File: src/rtl/led_blink_arbiter_if.sv
// Requester-side bundle for the shared status LED arbiter.
// Ports: req_i/blink_cnt_i flow from the requesters into the arbiter. grant_o/done_o/busy_o/led_o flow back out.
// master = requester/board side, slave = arbiter side.
interface led_blink_arbiter_if #(
    parameter int REQ_NUM   = 4,
    parameter int CNT_WIDTH = 4
);
    logic [REQ_NUM-1:0]           req_i;
    logic [REQ_NUM*CNT_WIDTH-1:0] blink_cnt_i;
    logic [REQ_NUM-1:0]           grant_o;
    logic [REQ_NUM-1:0]           done_o;
    logic                         busy_o;
    logic                         led_o;

    modport master (
        output req_i, blink_cnt_i,
        input  grant_o, done_o, busy_o, led_o
    );

    modport slave (
        input  req_i, blink_cnt_i,
        output grant_o, done_o, busy_o, led_o
    );
endinterface

File: src/rtl/led_blink_arbiter.sv
// Round-robin share of one status LED: the granted requester gets N ON/OFF blinks followed by a trailing GAP.
// Latency: a request sampled at edge n drives grant/busy/led after edge n. done_o pulses one cycle after the final GAP tick.
// Backpressure: requesters hold req_i until done_o. Requests that are pending while a grant is active wait for the next IDLE scan.
// Ports: clk_i, arst_i (async, active high), plus bus (slave modport) carrying req_i, blink_cnt_i, grant_o, done_o, busy_o and led_o.
// Optional: define LED_BLINK_ARBITER_IDLE_BEAT_EN to make the LED toggle every GAP_TICKS ticks while idle.
module led_blink_arbiter #(
    parameter int CLK_VALUE = 100000000,
    parameter int TICK_HZ   = 10,
    parameter int REQ_NUM   = 4,
    parameter int CNT_WIDTH = 4,
    parameter int ON_TICKS  = 2,
    parameter int OFF_TICKS = 2,
    parameter int GAP_TICKS = 6
) (
    input  logic                 clk_i,
    input  logic                 arst_i,
    led_blink_arbiter_if.slave   bus
);
    localparam int TICK_DIV  = CLK_VALUE / TICK_HZ;
    localparam int PSC_W     = $clog2(TICK_DIV);
    localparam int MAX_OF    = (ON_TICKS > OFF_TICKS) ? ON_TICKS : OFF_TICKS;
    localparam int MAX_TICKS = (MAX_OF > GAP_TICKS) ? MAX_OF : GAP_TICKS;
    localparam int TCNT_W    = $clog2(MAX_TICKS + 1);
    localparam int IDX_W     = $clog2(REQ_NUM);

    typedef enum logic [1:0] {ST_IDLE, ST_ON, ST_OFF, ST_GAP} state_t;

    state_t               state_q, state_d;
    logic [PSC_W-1:0]     psc_q, psc_d;
    logic [TCNT_W-1:0]    tcnt_q, tcnt_d;
    logic [CNT_WIDTH-1:0] rem_q, rem_d;
    logic [IDX_W-1:0]     last_q, last_d;
    logic [REQ_NUM-1:0]   grant_q, grant_d;
    logic [REQ_NUM-1:0]   done_q, done_d;
    logic                 busy_q, busy_d;
    logic                 led_q, led_d;

    logic [CNT_WIDTH-1:0] cnt_arr [REQ_NUM];
    logic                 tick;
    logic                 win_vld;
    logic [IDX_W-1:0]     win_idx;
    logic [IDX_W-1:0]     cand_idx;
    int                   cand;

    for (genvar g = 0; g < REQ_NUM; g++) begin : g_cnt
        assign cnt_arr[g] = bus.blink_cnt_i[g*CNT_WIDTH +: CNT_WIDTH];
    end

    assign tick = (psc_q == PSC_W'(TICK_DIV - 1));

    // Rotating priority: offsets are walked from farthest to nearest so the
    // requester just after last_q is the final (winning) assignment.
    always_comb begin
        win_vld  = 1'b0;
        win_idx  = '0;
        cand     = 0;
        cand_idx = '0;
        for (int i = REQ_NUM; i >= 1; i--) begin
            cand     = (int'(last_q) + i) % REQ_NUM;
            cand_idx = IDX_W'(cand);
            if (bus.req_i[cand_idx]) begin
                win_vld = 1'b1;
                win_idx = cand_idx;
            end
        end
    end

    always_comb begin
        state_d = state_q;
        psc_d   = tick ? '0 : psc_q + 1'b1;
        tcnt_d  = tick ? tcnt_q + 1'b1 : tcnt_q;
        rem_d   = rem_q;
        last_d  = last_q;
        grant_d = grant_q;
        done_d  = '0;
        busy_d  = busy_q;
        led_d   = led_q;

        case (state_q)
            ST_IDLE: begin
`ifdef LED_BLINK_ARBITER_IDLE_BEAT_EN
                if (tick && tcnt_q == TCNT_W'(GAP_TICKS - 1)) begin
                    tcnt_d = '0;
                    led_d  = ~led_q;
                end
`else
                tcnt_d = '0;
                led_d  = 1'b0;
`endif
                if (win_vld) begin
                    grant_d          = '0;
                    grant_d[win_idx] = 1'b1;
                    last_d           = win_idx;
                    busy_d           = 1'b1;
                    rem_d            = cnt_arr[win_idx];
                    psc_d            = '0;
                    tcnt_d           = '0;
                    // A zero count still owns the LED for one dark gap.
                    if (cnt_arr[win_idx] != '0) begin
                        state_d = ST_ON;
                        led_d   = 1'b1;
                    end else begin
                        state_d = ST_GAP;
                        led_d   = 1'b0;
                    end
                end
            end
            ST_ON: begin
                if (tick && tcnt_q == TCNT_W'(ON_TICKS - 1)) begin
                    rem_d   = rem_q - 1'b1;
                    led_d   = 1'b0;
                    state_d = ST_OFF;
                    psc_d   = '0;
                    tcnt_d  = '0;
                end
            end
            ST_OFF: begin
                if (tick && tcnt_q == TCNT_W'(OFF_TICKS - 1)) begin
                    psc_d  = '0;
                    tcnt_d = '0;
                    if (rem_q != '0) begin
                        state_d = ST_ON;
                        led_d   = 1'b1;
                    end else begin
                        state_d = ST_GAP;
                    end
                end
            end
            ST_GAP: begin
                if (tick && tcnt_q == TCNT_W'(GAP_TICKS - 1)) begin
                    done_d  = grant_q;
                    grant_d = '0;
                    busy_d  = 1'b0;
                    led_d   = 1'b0;
                    state_d = ST_IDLE;
                    psc_d   = '0;
                    tcnt_d  = '0;
                end
            end
            default: begin
                state_d = ST_IDLE;
            end
        endcase
    end

    always_ff @(posedge clk_i or posedge arst_i) begin
        if (arst_i) begin
            state_q <= ST_IDLE;
            psc_q   <= '0;
            tcnt_q  <= '0;
            rem_q   <= '0;
            last_q  <= IDX_W'(REQ_NUM - 1);
            grant_q <= '0;
            done_q  <= '0;
            busy_q  <= 1'b0;
            led_q   <= 1'b0;
        end else begin
            state_q <= state_d;
            psc_q   <= psc_d;
            tcnt_q  <= tcnt_d;
            rem_q   <= rem_d;
            last_q  <= last_d;
            grant_q <= grant_d;
            done_q  <= done_d;
            busy_q  <= busy_d;
            led_q   <= led_d;
        end
    end

    assign bus.grant_o = grant_q;
    assign bus.done_o  = done_q;
    assign bus.busy_o  = busy_q;
    assign bus.led_o   = led_q;
endmodule

File: src/flat_wrapper.sv
// flat-port wrapper written by rule: the top's interface ports become plain ports
module led_blink_arbiter_flat 
#(
    parameter int CLK_VALUE = 100000000,
    parameter int TICK_HZ   = 10,
    parameter int REQ_NUM   = 4,
    parameter int CNT_WIDTH = 4,
    parameter int ON_TICKS  = 2,
    parameter int OFF_TICKS = 2,
    parameter int GAP_TICKS = 6
)
  (clk_i, arst_i, bus_req_i, bus_blink_cnt_i, bus_grant_o, bus_done_o, bus_busy_o, bus_led_o);
  led_blink_arbiter_if #(.REQ_NUM(REQ_NUM), .CNT_WIDTH(CNT_WIDTH)) bus_i ();
  input  logic clk_i;
  input  logic arst_i;
  input wire logic [$bits(bus_i.req_i)-1:0] bus_req_i;
  input wire logic [$bits(bus_i.blink_cnt_i)-1:0] bus_blink_cnt_i;
  output wire logic [$bits(bus_i.grant_o)-1:0] bus_grant_o;
  output wire logic [$bits(bus_i.done_o)-1:0] bus_done_o;
  output wire logic [$bits(bus_i.busy_o)-1:0] bus_busy_o;
  output wire logic [$bits(bus_i.led_o)-1:0] bus_led_o;
  assign bus_i.req_i = bus_req_i;
  assign bus_i.blink_cnt_i = bus_blink_cnt_i;
  assign bus_grant_o = bus_i.grant_o;
  assign bus_done_o = bus_i.done_o;
  assign bus_busy_o = bus_i.busy_o;
  assign bus_led_o = bus_i.led_o;
  led_blink_arbiter #(.CLK_VALUE(CLK_VALUE), .TICK_HZ(TICK_HZ), .REQ_NUM(REQ_NUM), .CNT_WIDTH(CNT_WIDTH), .ON_TICKS(ON_TICKS), .OFF_TICKS(OFF_TICKS), .GAP_TICKS(GAP_TICKS)) u_core (.clk_i(clk_i), .arst_i(arst_i), .bus(bus_i));
endmodule
File: config.mk
export PLATFORM = sky130hd
export DESIGN_NAME = led_blink_arbiter_flat
export DESIGN_NICKNAME = d
export VERILOG_FILES = /design/src/rtl/led_blink_arbiter_if.sv /design/src/rtl/led_blink_arbiter.sv /design/src/flat_wrapper.sv
export SDC_FILE = /design/constraint.sdc
export NUM_CORES = 1
export LEC_CHECK = 0
export CORE_MARGIN = 8
export CORE_UTILIZATION = 59
export CTS_CLUSTER_DIAMETER = 100
export DETAILED_ROUTE_END_ITERATION = 10
export PLACE_DENSITY_LB_ADDON = 0.05
export SLEW_MARGIN = 40
export SYNTH_ARGS = -nofsm -noshare
export SYNTH_HDL_FRONTEND = slang
export SYNTH_SLANG_ARGS = --single-unit
File: constraint.sdc
create_clock -name clk_i -period 4.9 [get_ports clk_i]
set_input_delay 0.98 -clock clk_i [delete_from_list [all_inputs] [get_ports clk_i]]
set_output_delay 0.98 -clock clk_i [all_outputs]
set_load 0.05 [all_outputs]
# --- Word level (Yosys, flattened, before mapping) ---
# Cells that the tools add are included.
totals:
  ff_bits: 45
  out_inout_bits: 10
  wordCells: 103
classes:
  add_sub_neg: 7
  bitwise: 1
  mux: 54
  eq_ne: 11
  reduce_logical: 14
  n_lt_le_gt_ge: 7
op_table:
  columns: ["operator", "count"]
  rows:
  - ["two-way mux 24 bit", 4]
  - ["case mux 24 bit (3 select lines)", 1]
  - ["two-way mux 4 bit", 8]
  - ["adder 24 x 1 -> 24 bit, second input constant", 1]
  - ["== test 24 bit, second input constant", 1]
  - ["two-way mux 2 bit", 10]
  - ["two-way mux 1 bit", 16]
  - ["case mux 4 bit (2 select lines)", 2]
  - ["< comparator 2 x 3 -> 1 bit, second input constant", 5]
  - ["!= test 2 x 1 -> 1 bit, second input constant", 5]
  - ["two-way mux 3 bit", 3]
  - ["case mux 3 bit (3 select lines)", 1]
  - ["binary-select mux 1 bit (select 2 bit)", 4]
  - ["binary-select mux 4 bit (select 2 bit)", 1]
  - ["case mux 2 bit (4 select lines)", 1]
  - ["AND reduction 4 bit", 2]
  - ["nonzero test 4 bit", 2]
  - ["AND reduction 3 bit", 2]
  - ["adder 2 x 1 -> 2 bit, second input constant", 2]
  - ["adder 2 bit, second input constant", 2]
  - ["== test 2 bit, second input constant", 2]
  - ["case mux 1 bit (4 select lines)", 1]
  - ["nonzero test 2 bit", 2]
  - ["subtractor 4 x 1 -> 4 bit, second input constant", 1]
  - ["13 further kinds", 15]

# --- Longest topological paths before layout ---
# Gate-level depths: netlist of the first run.
logic_depth:
  word_depth: 15
  depth_mapped: 8
  depth_no_buf: 8

# --- Worst setup path before layout of the first run ---
# No wires, ideal clock.
synth_path:
  path_kind: "input -> register"
  from: "input bus_req_i[1]"
  to: "register u_core.led_q (netlist: u_core.bus.led_o)"
  setup_ns: 0.120
  path_stages: 7
  path_slack_ns: 2.064
  t_arrival_ns: 2.716
  required_ns: 4.780
  cell_sequence: "a21o_1 > a31oi_1 > buf_2 > mux2i_1 > mux2i_1 > or4_1 > a41o_1"
synth_via:
  elab_chain_len: 14
synth_lines:
  columns: ["element", "line", "text"]
  rows:
  - ["start, declared", "flat_wrapper.sv:16", "input wire logic [$bits(bus_i.req_i)-1:0] bus_req_i;"]
  - ["binary-select mux 1 bit (select 2 bit)", "led_blink_arbiter.sv:61", "if (bus.req_i[cand_idx]) begin"]
  - ["two-way mux 1 bit (implied by the code)", "led_blink_arbiter.sv:61", null]
  - ["two-way mux 2 bit (4 in series)", "led_blink_arbiter.sv:61", null]
  - ["inverter 2 -> 3 bit (implied by the code)", "led_blink_arbiter.sv:99", "if (cnt_arr[win_idx] != '0) begin"]
  - ["binary-select mux 4 bit (select 2 bit)", "led_blink_arbiter.sv:99", null]
  - ["two-way mux 4 bit (implied by the code) (2 in series)", "led_blink_arbiter.sv:99", null]
  - ["nonzero test 4 bit", "led_blink_arbiter.sv:99", null]
  - ["two-way mux 1 bit", "led_blink_arbiter.sv:99", null]
  - ["two-way mux 1 bit (*)", "led_blink_arbiter.sv:90", "if (win_vld) begin"]
  - ["case mux 1 bit (4 select lines) (*)", "led_blink_arbiter.sv:79", "case (state_q)"]
  - ["end signal, assigned", "led_blink_arbiter.sv:166", "led_q <= led_d;"]
  - ["end, declared", "led_blink_arbiter.sv:36", "logic led_q, led_d;"]
# Every way passes the cells marked *; elsewhere a longest branch is shown, timed or not. The select of a mux whose other input is x is not followed.
# A chain may end at the register's enable or synchronous reset.

# --- Worst setup path after layout of the first run ---
layout_path:
  from: "input bus_req_i[0]"
  to: "register u_core.led_q (netlist: u_core.bus.led_o)"
# The elaborated chain is that of the path after synthesis.

==> results of run 1 <==
## worst reg2reg max path: cells and delay by family, from the launching register on
kind | cells | cell delay (ns)
fa+ha+maj | 1 | 0.23
simple gates | 3 | 0.80
compound gates | 2 | 0.69
mux | 1 | 0.34
flops | 1 | 0.42
## kinds of logic (layout without fill, tap and decap cells)
| logic type | after synthesis | after routing |
|---|---|---|
| adders and majority gates | 10 | 10 |
| xor gates and xnor gates | 24 | 24 |
| buffers and inverters | 19 | 53 |
| and+or+nand+nor | 106 | 106 |
| muxes | 18 | 18 |
| AOI/OAI and AO/OA | 34 | 34 |
| DFF | 45 | 45 |
## final timing paths
check / from / to / slack [ns] / cells past startpoint
setup / recovery: bus_req_i[0] / u_core.bus.led_o / 1.92 / 8
hold / removal: u_core.bus.busy_o / u_core.bus.busy_o / 0.49 / 1
setup reg to reg: u_core.psc_q[0] / u_core.bus.led_o / 2.32 / 7
hold reg to reg: u_core.bus.busy_o / u_core.bus.busy_o / 0.49 / 1
max in group asynchronous: arst_i / u_core.psc_q[19] / 3.38 / 3
min in group asynchronous: arst_i / u_core.bus.done_o[1] / 1.14 / 3
## metrics by stage
stage          instance area (sq um)  worst slack, ns
2_1_floorplan                   2540             2.06
3_3_place_gp                    2900             1.65
3_5_place_dp                    2900             1.59
4_1_cts                         3020             1.91
5_1_grt                         3020             1.82
6_report                        3020             1.92
## power groups by stage
stage               Sequential (mW)  Clock (mW)  Combinational, mW
global route                  0.371       0.302             0.0524
finish                        0.371       0.284             0.0468
global placement              0.378           0             0.0473
CTS                           0.371       0.290             0.0478
detailed placement            0.378           0             0.0479
floorplan                     0.378           0             0.0232
## synth_stat cells (2+ instances only)
| master | n | share of area |
|---|---|---|
| xnor2_1 | 8 | 0.028 |
| ha_1 | 10 | 0.049 |
| o21ai_0 | 4 | 0.0079 |
| and3_1 | 7 | 0.017 |
| dfstp_2 | 2 | 0.021 |
| clkbuf_1 | 5 | 0.0074 |
| nand2b_1 | 3 | 0.0074 |
| nand3_1 | 16 | 0.032 |
| buf_2 | 3 | 0.0059 |
| nor2b_1 | 2 | 0.0049 |
| or3_1 | 2 | 0.0049 |
| nor2_1 | 39 | 0.058 |
| nor3_1 | 3 | 0.0059 |
| a21oi_1 | 5 | 0.0099 |
| mux2_2 | 3 | 0.013 |
| a211oi_1 | 2 | 0.0059 |
| mux2i_1 | 15 | 0.059 |
| and2_1 | 6 | 0.015 |
| dfrtp_1 | 43 | 0.42 |
| o21a_1 | 2 | 0.0059 |
| o2bb2ai_1 | 2 | 0.0069 |
| a21o_1 | 3 | 0.0089 |
| o32a_2 | 2 | 0.0089 |
| a2bb2oi_1 | 2 | 0.0069 |
| nor4b_1 | 2 | 0.0069 |
| and4_1 | 3 | 0.010 |
| inv_1 | 11 | 0.016 |
| xor2_1 | 16 | 0.055 |
| nand2_1 | 14 | 0.021 |
## cell type report
type                       instances  area (sq um)
sequential                        45          1130
clock inverter                     1          30.0
timing repair buffer              34           333
inverter                          11          41.3
fill                             344          1240
multi-input combinational        192          1340
tap                               52          65.1
clock buffer                       7          86.3
## sequential cells by signal, indices dropped and copies added, names as in the netlist
register and cells:
u_core.bus.done_o 4, u_core.bus.busy_o 1, u_core.psc_q 24, u_core.bus.grant_o 4, u_core.rem_q 4, u_core.bus.led_o 1, u_core.tcnt_q 3, u_core.state_q 2
u_core.last_q 2
## metal layers
layer	wire length, um	GRT usage	vias to the layer above
li1	-	-	961
met1	2230	0.193	913
met2	2470	0.280	35
met3	243	0.0438	11
met4	120	0.0772	0
met5	0	0	-
==> summary.md, run 1 <==
| Metric | Value |
|---|---|
| Outcome | complete, no violations |
| Max-cap violation count | 0 |
| Area delta synth->final | 18.9% |
| Unrepaired setup endpoints after global routing | false |
| Initial antenna violation count | 0 |
| Critical Path RT | 5.09 ns |
| Synthesized Nets | 288 |
| Worst path bufs/invs | 2 |
| Net Switching | 0.140 mW |
| Htree depth | 2 |
| PwrDens | 232 nW/um^2 |
| Part of the Yosys area used for sequential elements | 0.444 |
| Tot GR Track Use | 0.166 |
| Clock-pin slew on the worst setup and hold paths | 0.08 ns |
| Power, Total | 0.702 mW |
| Post-synth EDFFs | 0 |
| Largest net degree at the start of global routing | 46 |
| Worst min-delay path category | reg -> reg |
| Multiplexer area fraction after synthesis | 0.0724 |
| Clock skew | 0.00569 ns |
| Layout net count | 321 |
| Routability cong. | 0.830 |
| Gr ovfl total | 0 |
| Setup TNS | 0 ns |
| Async SR Flop Fraction | 1.00 |
| Minimum clock period | 2.98 ns |
| Critical Path Source Type | primary input |
| Switching portion of total power | 0.199 |
| Commonest non-fill, non-tap cell in the layout | dfrtp_1 |
| XOR/XNOR Fraction of Synth Area | 0.0828 |
| Setup bufs post-CTS | 0 |
| Clk pwr share | 0.405 |
| Synthesized area | 2540 sq um |
| Num rows | 24 |
| Synth Register Bits | 45 |
| Comb pwr share | 0.067 |
| Slowest stage delay, CP | 0.58 ns |
| Ant diodes | 0 |
| Final hold slack | 0.488 ns |
| DRT iter0 DRCs | 59 |
| Clk sinks | 45 |
| Peak supply drop | 0.125 mV |
| Slew HR | 0.624 |
| Yosys warns | 0 |
| I/O Pins | 32 |
| Mapped Avg Cell Area | 9.92 sq um |
| CTS Buf Count | 5 |
| Initial Util | 0.596 |
| Worst setup path class | in -> reg |
| CTS Buffer Depth | 2 |
| Synthesized instance count | 256 |
| Post-DRT Antenna Nets | 0 |
| Routed WL per cell | 14.8 um |
| Final core occ | 0.708 |
| Worst slew pin tran | 0.558 ns |
| Crit path top cell by count | mux2i_1 |
| Post-Synth Simple-Gate Area | 0.211 |
| Finished Layout Cells | 342 |
| Post-synthesis adder-cell area fraction | 0.0493 |
| Leak Pwr | 1.39 nW |
| Sequential share of power | 0.529 |
| CTS-repair resized insts | 0 |
| Die Y-Extent | 81.6 um |
| First-pass DRT Iterations | 4 |
| Post-synth top flop | dfrtp_1 |
| Worst Path Max Fanout | 12 |
| Worst Path Arrival | 3.17 ns |
| Fmax | 335 MHz |
| Final HPWL DP | 3.83 mm |
| Final setup fails | 0 |
| DIE WIDTH | 81.6 um |
| Die Footprint | 6660 sq um |
| Post-Route WL | 5.06 mm |
| Critical path, cell by cell | clkdlybuf4s50_1 -> a21o_1 -> a31oi_1 -> buf_4 -> mux2i_1 -> mux2i_1 -> or4_1 -> a41o_1 |
| Setup crit end kind | register |
| Layout cell share with drive strength beyond 1 | 0.0759 |
| Int Pwr | 0.562 mW |
| Final worst path period share | 0.609 |
| CP max stage cell | or4_1 |
| Vias post-DR | 1920 |
| Residual DRC | 0 |
| Fin. Hold Viols | 0 |
| CTS tree | yes |
| Largest family of logic cells by synthesized area | simple AND/OR/NAND/NOR gates |
| Most frequent cells in the layout | dfrtp_1 (43), nor2_1 (39), clkdlybuf4s50_1 (31) |
| Gate family responsible for the most delay along the worst path | buffers and inverters |
| First-pass GRT wire length | 8.78 mm |
| Cell variety after synth | 50 |
| CTS Root Cell | clkbuf_8 |
| Synth Area in Compound Gates | 0.110 |
| Max Slew Vio Count | 0 |
| Routed vias/inst | 5.61 |
| Worst-Skew Late Latency | 0.29 ns |
| Vias in the first global route | 1976 |
| IO buf count | 31 |
| Post-Place Cells | 334 |
| Hold-fix buffers at CTS | 0 |
| Core Footprint | 4260 sq um |
Note: power is estimated with default switching activity, not from simulation.
==> inputs of run 2 (changes only) <==
- CORE_UTILIZATION: 59 -> 50
- clock period: 4.9 -> 2.72 ns (I/O delays scaled with it)
==> run 2 against run 1 <==
Net effect:
- count of clock-buffer cells in the layout stayed put
- final cell count is 8.2% higher
- sequential share of layout area is 1.2 points lower
- largest cell class unchanged
- critical path type is now reg -> reg
- cell area is 3.3% higher
- critical path depth is 1 lower
- first-iteration DRC count is 19% lower
- flip-flop and latch count stayed put
- non-clock buffer count is 10 higher
- largest power group unchanged
==> summary.md, run 2 (same netlist as run 1, synthesis figures left out) <==
| Metric | Value |
|---|---|
| Vias post-DR | 1913 (was 1920) |
| Setup TNS | 0 ns (unchanged) |
| Fmax | 390 MHz |
| Setup bufs post-CTS | 0 (unchanged) |
| Outcome | complete, no violations (unchanged) |
| Routed vias/inst | 5.17 (was 5.61) |
| Vias in the first global route | 1966 (was 1976) |
| Peak supply drop | 0.178 mV (was 0.125 mV) |
| Post-Place Cells | 362 (was 334) |
| Final core occ | 0.623 (was 0.708) |
| CTS Buf Count | 5 (unchanged) |
| Die Footprint | 7620 sq um (was 6660 sq um) |
| Worst Hold Launch | u_core.bus.busy_o (unchanged) |
| Final worst path period share | 0.944 |
| DRT iter0 DRCs | 48 (was 59) |
| Finished Layout Cells | 370 (was 342) |
| DIE WIDTH | 87.3 um (was 81.6 um) |
| Sequential share of power | 0.540 (was 0.529) |
| Reg2Reg Setup Slack | 0.15 ns (was 2.32 ns) |
| Initial antenna violation count | 0 (unchanged) |
| Fillers | 450 (was 344) |
| Setup crit end kind | register (unchanged) |
| IO buf count | 31 (unchanged) |
| Max-cap violation count | 0 (unchanged) |
| Core Footprint | 5010 sq um (was 4260 sq um) |
| RR Endpoint | u_core.bus.led_o (unchanged) |
| Net Switching | 0.278 mW (was 0.140 mW) |
| Routability cong. | 0.819 (was 0.830) |
| Leak Pwr | 1.44 nW (was 1.39 nW) |
| Unrepaired setup endpoints after global routing | false (unchanged) |
| Final setup fails | 0 (unchanged) |
| Worst min-delay path category | reg -> reg (unchanged) |
| Layout net count | 331 (was 321) |
| Commonest non-fill, non-tap cell in the layout | dfrtp_1 (unchanged) |
| Hold depth | 1 (unchanged) |
| Minimum clock period | 2.57 ns |
| Clock skew | 0.00950 ns (was 0.00569 ns) |
| CTS tree | yes (unchanged) |
| Clock-pin slew on the worst setup and hold paths | 0.09 ns (was 0.08 ns) |
| Worst setup path class | reg -> reg (was in -> reg) |
| Largest register FFs | 24 (unchanged) |
| Htree depth | 2 (unchanged) |
| First-pass DRT Iterations | 4 (unchanged) |
| Clk sinks | 45 (unchanged) |
| FF-to-FF Start | u_core.psc_q[0] (unchanged) |
| Clk pwr share | 0.380 (was 0.405) |
| Int Pwr | 0.960 mW (was 0.562 mW) |
| CTS Root Cell | clkbuf_8 (unchanged) |
| Switching portion of total power | 0.224 (was 0.199) |
| Worst slew pin tran | 0.673 ns (was 0.558 ns) |
| Slew HR | 0.549 (was 0.624) |
| FF-to-FF path depth | 7 (unchanged) |
| Area delta synth->final | 22.8% (was 18.9%) |
| Biggest register | u_core.psc_q (unchanged) |
| Critical Path Source Type | register (was primary input) |
| Max Slew Vio Count | 0 (unchanged) |
| CTS-repair resized insts | 0 (unchanged) |
| Residual DRC | 0 (unchanged) |
| Largest net degree at the start of global routing | 29 (was 46) |
| Most frequent cells in the layout | dfrtp_1 (43), nor2_1 (39), clkdlybuf4s50_1 (31) (unchanged) |
| Comb pwr share | 0.080 (was 0.067) |
| Die Y-Extent | 87.3 um (was 81.6 um) |
| Worst Path Max Fanout | 5 (was 12) |
| Fin. Hold Viols | 0 (unchanged) |
| Post-DRT Antenna Nets | 0 (unchanged) |
| Gate family responsible for the most delay along the worst path | simple AND/OR/NAND/NOR gates (was buffers and inverters) |
| Routed WL per cell | 13.7 um (was 14.8 um) |
| I/O Pins | 32 (unchanged) |
| Pre-CTS setup slack | -0.0143 ns (was 1.59 ns) |
| PwrDens | 397 nW/um^2 (was 232 nW/um^2) |
| Worst path bufs/invs | 0 (was 2) |
| Worst Path Arrival | 2.76 ns (was 3.17 ns) |
| Post-Route WL | 5.06 mm (unchanged) |
| Initial Util | 0.507 (was 0.596) |
| Hold Path End | u_core.bus.busy_o (unchanged) |
| Setup slack after layout | 0.153 ns (was 1.92 ns) |
| Critical path, cell by cell | ha_1 -> nand2_1 -> or4_4 -> o41a_1 -> nor2_2 -> mux2_2 -> a41o_1 (was clkdlybuf4s50_1 -> a21o_1 -> a31oi_1 -> buf_4 -> mux2i_1 -> mux2i_1 -> or4_1 -> a41o_1) |
| Critical Path RT | 2.91 ns (was 5.09 ns) |
| CP max stage cell | or4_4 (was or4_1) |
| Ant diodes | 0 (unchanged) |
| Tot GR Track Use | 0.148 (was 0.166) |
| First-pass GRT wire length | 9.00 mm (was 8.78 mm) |
| Num rows | 26 (was 24) |
| Slowest stage delay, CP | 0.54 ns (was 0.58 ns) |
| Final HPWL DP | 3.87 mm (was 3.83 mm) |
| Layout cell share with drive strength beyond 1 | 0.110 (was 0.0759) |
| Gr ovfl total | 0 (unchanged) |
| Worst-Skew Late Latency | 0.30 ns (was 0.29 ns) |
| Hold-fix buffers at CTS | 0 (unchanged) |
| CTS Buffer Depth | 2 (unchanged) |
[run 2: changes by cell type in the layout (fill, tap and decap cells not counted)]
cell | previous run | this run
buf_4 | 3 | 12
buf_12 | 0 | 1
bufinv_16 | 1 | 0
clkbuf_1 | 1 | 0
clkbuf_8 | 6 | 7
inv_6 | 0 | 1
[run 2: cell type report]
cell class	count	area, sq um	share of cell area
clock buffers	7	96.3	0.0309
clock inverters	1	8.76	0.00281
inverters	11	41.3	0.0132
multi-input cells	192	1340	0.428
flip-flops and latches	45	1130	0.362
well taps	70	87.6	0.0281
repair buffers	44	420	0.135
[run 2: through the flow]
stage          instance area (sq um)  hold slack [ns]  total power, mW
3_5_place_dp                    3010            0.467            0.784
3_3_place_gp                    3010            0.462            0.782
5_1_grt                         3120            0.496             1.29
4_1_cts                         3120            0.487             1.25
6_report                        3120            0.485             1.24
2_1_floorplan                   2540            0.468            0.724
[run 2: metal layers]
metal,vias up,routed length (um),GRT usage
li1,976,-,-
met3,8,198,0.0472
met2,31,2450,0.247
met1,898,2330,0.174
met4,0,79,0.0484
met5,-,0,0
[run 2: worst max path at each step]
| stage | startpoint | cells past startpoint | slack (ns) | to |
|---|---|---|---|---|
| after detailed placement | bus_req_i[3] | 8 | -0.01 | u_core.bus.led_o |
| after floorplan | u_core.psc_q[0] | 7 | 0.31 | u_core.bus.led_o |
| final | u_core.psc_q[0] | 7 | 0.15 | u_core.bus.led_o |
| after CTS | u_core.psc_q[0] | 7 | 0.14 | u_core.bus.led_o |
| after global placement | bus_req_i[3] | 8 | -0.01 | u_core.bus.led_o |
| after global routing | u_core.psc_q[0] | 7 | 0.03 | u_core.bus.led_o |
[run 2: power by group through the flow]
stage               sequential [mW]  combinational (mW)  clock [mW]
finish                        0.668              0.0996       0.470
global route                  0.669               0.111       0.512
CTS                           0.668               0.102       0.480
detailed placement            0.682               0.102           0
global placement              0.682               0.101           0
floorplan                     0.682              0.0418           0
